File: src/rtl/vmon_multi_chan_bus_monitor.sv
// Snoops an SRAM-style write bus for writes to NUM_CHANNELS consecutive words and replays the
// enabled byte lanes as a channel-tagged byte stream. Optional build macro: VMON_MULTI_CHAN_TIMESTAMP_EN.
module vmon_multi_chan_bus_monitor #(
    parameter int                    ADDR_WIDTH    = 32,
    parameter int                    DATA_WIDTH    = 32,
    parameter logic [ADDR_WIDTH-1:0] ADDR          = '0,
    parameter int                    LITTLE_ENDIAN = 1,
    parameter int                    NUM_CHANNELS  = 4,
    parameter int                    FIFO_DEPTH    = 16,
    localparam int                   BE_W          = DATA_WIDTH / 8,
    localparam int                   CHAN_W        = (NUM_CHANNELS > 1) ? $clog2(NUM_CHANNELS) : 1,
    localparam int                   LVL_W         = $clog2(FIFO_DEPTH) + 1
) (
    input  logic                  clk,
    input  logic                  reset,
    input  logic [ADDR_WIDTH-1:0] addr,
    input  logic [DATA_WIDTH-1:0] data,
    input  logic [BE_W-1:0]       byte_en,
    input  logic                  write_en,
    output logic                  msg_valid,
    input  logic                  msg_ready,
    output logic [7:0]            msg_data,
    output logic [CHAN_W-1:0]     msg_chan,
    output logic                  msg_last,
`ifdef VMON_MULTI_CHAN_TIMESTAMP_EN
    output logic [31:0]           msg_timestamp,
`endif
    output logic [15:0]           overflow_cnt,
    output logic [LVL_W-1:0]      fifo_level
);
    localparam int LSB    = $clog2(BE_W);
    localparam int WORD_W = ADDR_WIDTH - LSB;
    localparam int PTR_W  = $clog2(FIFO_DEPTH);
    localparam int LANE_W = (BE_W > 1) ? $clog2(BE_W) : 1;

    localparam logic [WORD_W-1:0] BASE_WORD = ADDR[ADDR_WIDTH-1:LSB];
    localparam logic [WORD_W-1:0] NCH_WORDS = WORD_W'(NUM_CHANNELS);
    localparam logic [LVL_W-1:0]  FULL_LVL  = LVL_W'(FIFO_DEPTH);

    localparam logic [1:0] S_IDLE  = 2'd0;
    localparam logic [1:0] S_FETCH = 2'd1;
    localparam logic [1:0] S_SEND  = 2'd2;

    logic [WORD_W-1:0]     word_off;
    logic                  hit, full, push, pop, drop, fire, last_lane;
    logic [1:0]            state_q, state_d;
    logic [PTR_W-1:0]      wr_ptr_q, rd_ptr_q;
    logic [LVL_W-1:0]      level_q, level_d;
    logic [15:0]           ovf_q;
    logic [CHAN_W-1:0]     mem_chan_q [FIFO_DEPTH];
    logic [BE_W-1:0]       mem_be_q   [FIFO_DEPTH];
    logic [DATA_WIDTH-1:0] mem_data_q [FIFO_DEPTH];
    logic [CHAN_W-1:0]     chan_q;
    logic [BE_W-1:0]       mask_q, mask_clr;
    logic [DATA_WIDTH-1:0] data_q;
    logic [LANE_W-1:0]     lane;
    logic                  unused_bits;

    // Unsigned word offset: addresses below the base wrap to large values and miss.
    assign word_off = addr[ADDR_WIDTH-1:LSB] - BASE_WORD;
    assign hit      = write_en && (byte_en != '0) && (word_off < NCH_WORDS);
    assign full     = (level_q == FULL_LVL);
    assign fire     = (state_q == S_SEND) && msg_ready;
    assign pop      = (state_q == S_FETCH) || (fire && last_lane && (level_q != '0));
    assign push     = hit && (!full || pop);
    assign drop     = hit && full && !pop;

    if (LSB > 0) begin : g_lsb
        assign unused_bits = ^addr[LSB-1:0];
    end else begin : g_no_lsb
        assign unused_bits = 1'b0;
    end

    always_comb begin
        lane = '0;
        if (LITTLE_ENDIAN != 0) begin
            for (int i = BE_W - 1; i >= 0; i--)
                if (mask_q[i]) lane = LANE_W'(i);
        end else begin
            for (int i = 0; i < BE_W; i++)
                if (mask_q[i]) lane = LANE_W'(i);
        end
    end

    always_comb begin
        mask_clr       = mask_q;
        mask_clr[lane] = 1'b0;
    end
    assign last_lane = (mask_clr == '0);

    // FETCH gives the captured entry one cycle in the FIFO before it reaches the holding register.
    always_comb begin
        state_d = state_q;
        case (state_q)
            S_IDLE:  if (level_q != '0) state_d = S_FETCH;
            S_FETCH: state_d = S_SEND;
            S_SEND:  if (fire && last_lane && (level_q == '0)) state_d = S_IDLE;
            default: state_d = S_IDLE;
        endcase
    end

    always_comb begin
        level_d = level_q;
        if (push && !pop)      level_d = level_q + LVL_W'(1);
        else if (pop && !push) level_d = level_q - LVL_W'(1);
    end

    always_ff @(posedge clk) begin
        if (reset) begin
            state_q  <= S_IDLE;
            wr_ptr_q <= '0;
            rd_ptr_q <= '0;
            level_q  <= '0;
            ovf_q    <= '0;
        end else begin
            state_q <= state_d;
            level_q <= level_d;
            if (push) wr_ptr_q <= wr_ptr_q + PTR_W'(1);
            if (pop)  rd_ptr_q <= rd_ptr_q + PTR_W'(1);
            if (drop && (ovf_q != 16'hFFFF)) ovf_q <= ovf_q + 16'd1;
        end
    end

    always_ff @(posedge clk) begin
        if (push) begin
            mem_chan_q[wr_ptr_q] <= word_off[CHAN_W-1:0];
            mem_be_q[wr_ptr_q]   <= byte_en;
            mem_data_q[wr_ptr_q] <= data;
        end
        if (pop) begin
            chan_q <= mem_chan_q[rd_ptr_q];
            mask_q <= mem_be_q[rd_ptr_q];
            data_q <= mem_data_q[rd_ptr_q];
        end else if (fire) begin
            mask_q <= mask_clr;
        end
    end

`ifdef VMON_MULTI_CHAN_TIMESTAMP_EN
    logic [31:0] ts_cnt_q;
    logic [31:0] mem_ts_q [FIFO_DEPTH];
    logic [31:0] ts_hold_q;

    always_ff @(posedge clk) begin
        if (reset) ts_cnt_q <= '0;
        else       ts_cnt_q <= ts_cnt_q + 32'd1;
    end

    always_ff @(posedge clk) begin
        if (push) mem_ts_q[wr_ptr_q] <= ts_cnt_q;
        if (pop)  ts_hold_q <= mem_ts_q[rd_ptr_q];
    end

    assign msg_timestamp = msg_valid ? ts_hold_q : 32'd0;
`endif

    // Outputs are forced to zero outside SEND so the unreset holding register never leaks out.
    assign msg_valid    = (state_q == S_SEND);
    assign msg_data     = msg_valid ? data_q[8*lane +: 8] : 8'h00;
    assign msg_chan     = msg_valid ? chan_q : '0;
    assign msg_last     = msg_valid && last_lane;
    assign overflow_cnt = ovf_q;
    assign fifo_level   = level_q;
endmodule

File: config.mk
export PLATFORM = sky130hd
export DESIGN_NAME = vmon_multi_chan_bus_monitor
export DESIGN_NICKNAME = d
export VERILOG_FILES = /design/src/rtl/vmon_multi_chan_bus_monitor.sv
export SDC_FILE = /design/constraint.sdc
export NUM_CORES = 1
export LEC_CHECK = 0
export BUFFER_PORTS_ARGS = -buffer_cell sky130_fd_sc_hd__buf_2
export CORE_ASPECT_RATIO = 0.9
export CORE_MARGIN = 2
export CORE_UTILIZATION = 50
export CTS_CLUSTER_DIAMETER = 100
export DETAILED_ROUTE_END_ITERATION = 16
export PLACE_DENSITY = 0.68
export SYNTH_ARGS = -nofsm -noshare
export SYNTH_HDL_FRONTEND = slang
export SYNTH_SLANG_ARGS = --single-unit
File: constraint.sdc
create_clock -name clk -period 4.25 [get_ports clk]
set_clock_uncertainty 0.2 [all_clocks]
set_input_delay 0.425 -clock clk [delete_from_list [all_inputs] [get_ports clk]]
set_output_delay 0.425 -clock clk [all_outputs]
set_load 0.1 [all_outputs]
==> results.yml <==
synthesis:
  syn-cell-area_sq_um: 26710
  synth-edff-count: 646
  yosysWarnings: 0
  synth.top_cells.by_count: "646 x edfxtp_1, 113 x mux2i_1, 85 x mux4_2"
  ys_seq_elements: 681
  syn_avg_cell_area_sq_um: 18.40
  synth_cell_type_count: 56
  ys.flop_type: "edfxtp_1"
  synth.area.top_cells: "edfxtp_1 73%, mux4_2 7.2%, mux2i_1 4.2%, dfxtp_1 2.6%, mux2_2 1.7%"
  seq_area_frac_synth: 0.7524
  synth_cells: 1452
  netlist.top_cell.by_area: "edfxtp_1"
  ys_async_sr_fraction: 0
  synth_top_area_share: 0.7262
  syn_nets: 1535
  yosysMostFrequentCell: "edfxtp_1"
final_layout:
  area_growth_pct: 15.85
  finalNetCount: 1714
  drive_gt1_frac: 0.2540
  post-route-util: 0.5844
global_route:
  grt_max_degree: 45
  met3_usage: 0.04523
  met2_usage: 0.3594
  top_usage_layer: "met2"
  antenna_found_initial: 2
  grt_pass1_vias: 14570
  use_met1: 0.3051
  grt_pass1_wl_mm: 90.76
  track_usage: 0.2241
  grt_overflow: 0
clocking:
  cts_hold_buf: 26
  clkSinkCount: 681
  cts_tree: "built"
  ctsResizeCount: 0
  path_clk_slew_ps: 60
  clkLatencyLatePin_ps: 590
  clockRootBuffer: "clkbuf_16"
  clockBufferDepth: 3
  numCtsBuffers: 68
  htreeDepth: 3
  post-cts-setup-buffers: 0
routing:
  firstDrtPassIters: 7
  drt_first_iter_violations: 1359
  vias: 14360
  drc: 0
  finalWirelength_mm: 60.25
  via_per_inst: 6.048
  antenna_left: 0
  post_drt_wl_per_cell_um: 25.37
sta:
  hold_violations: 0
  period_minus_slack_ps: 3594
  final-setup-viol-count: 0
  fmax_ghz: 0.2782
  tightest_slew_ps: 912.4
  post-route-period-util: 0.8457
  slew_violations: 0
  rsz0062_at_grt: "false"
  relSlewSlack: 0.3918
  fin_setup_tns_ps: 0
critical_path:
  crit_path_start_kind: "register"
  end_kind: "output port"
  slowest_stage: "mux2i_1"
  path_class: "register to output port"
  cp_common_cell: "buf_4"
  cpPeakStageDelay_ps: 510
  crit_fanout: 12
  cp.arrival_ps: 2970
  cp_data_required_time_ps: 3620
  cp_cell_sequence: "buf_4 > nor2b_1 > o21bai_1 > buf_4 > mux2i_1 > o22ai_1 > and2_1 > buf_2"
placed_design:
  numPortBuffers: 102
  dp_hpwl_mm: 34.70
  gp_congestion: 0.7900
floorplan:
  die_x_um: 247.6
  die_h_um: 223.3
  io_pins: 105
  coreArea_sq_um: 52950
  start_util: 0.5045
  num_rows: 80
  dieArea_sq_um: 55290
job:
  drv_cap: 0
power_and_ir_drop:
  totalPowerFinal_mw: 15.50
  peakVddDrop_mv: 0.3758
  p_leak_nw: 9.943
  p_per_area_nw_per_um2: 501.0
outcome:
  status: "finished clean"
worst_hold_path:
  hp-class: "primary input to register"
[cells in the final DEF (no fill, tap or decap), types with 10 or more instances in the layout]
cell type / instances
a21oi_1: 53
a221oi_1: 34
a22oi_1: 48
and2_1: 12
buf_12: 21
buf_2: 102
buf_4: 37
clkbuf_1: 10
clkbuf_16: 73
clkinv_1: 11
clkinv_2: 15
dfxtp_1: 26
dlygate4sd3_1: 26
edfxtp_1: 646
ha_1: 10
inv_1: 11
mux2_2: 41
mux2i_1: 113
mux4_2: 85
nand2_1: 49
nand3_1: 11
nor2_1: 25
nor2b_1: 11
nor4_1: 13
o21ai_0: 80
[metrics by stage]
stage	std cells	worst slack [ps]	area, sq um	hold slack [ps]
finish	2375	655.7	30950	33.76
global route	2374	475.2	30940	19.15
CTS	2374	684.6	30940	0.3137
detailed placement	2232	523.8	28570	227.5
global placement	2232	554.5	28570	214.3
floorplan	1452	55.94	26720	207.4
[power breakdown]
group | internal (mW) | total, mW | switching [mW]
Combinational | 0.911 | 2.16 | 1.25
Sequential | 7.49 | 7.63 | 0.134
Clock | 3.32 | 5.72 | 2.40
Total | 11.7 | 15.5 | 3.78
[area by class of cell]
type	instances	area [sq um]
repair buffers	186	1469
inverters	12	45.04
clock buffers	85	1892
multi-input cells	682	6329
well taps	697	872.1
flip-flops and latches	681	20120
clock inverters	31	221.5
diodes	1	2.502
fillers	3882	22000
[worst max-delay path: cells and delay by family, from the launching register on]
kind | cells | cell delay [ps]
flip-flops | 1 | 370
AO/OA/AOI/OAI | 2 | 390
multiplexers | 1 | 510
AND/OR/NAND/NOR | 2 | 300
buffers and inverters | 3 | 770
[worst paths after layout]
check	start	endpoint	slack (ps)	cells past startpoint
setup reg to reg	mask_q[0]$_DFFE_PP_	fifo_level[4]$_SDFFE_PP0P_	710	11
hold / removal	data[13]	mem_data_q[2][13]$_DFFE_PP_	30	1
hold reg to reg	state_q[1]$_SDFFE_PP0P_	state_q[0]$_SDFFE_PP0P_	240	1
setup / recovery	mask_q[2]$_DFFE_PP_	msg_data[4]	660	8
[registers in the layout, indices dropped and copies added, names as in the netlist, 5 cells and up, named ones only]
signal and count:
mem_data_q 512, mem_be_q 64, data_q 32, mem_chan_q 32
overflow_cnt 16, fifo_level 5
[logic make-up (layout without fill, tap and decap cells)]
kind of cell,count (synthesis),count (layout),synth area share
DFF,681,681,0.7524
muxes,239,239,0.1313
AOI/OAI and AO/OA,238,238,0.05714
and+or+nand+nor,188,188,0.03813
buffers and inverters,89,314,0.01363
adders and majority gates,11,11,0.005433
xor gates and xnor gates,6,6,0.001967
other,0,1,0
[layer usage]
layer,share of wire,up-vias
met2,0.48,558
met3,0.068,129
met1,0.41,7409
met4,0.035,0
met5,0,-
li1,-,6267
(Power assumes the default switching activity.)
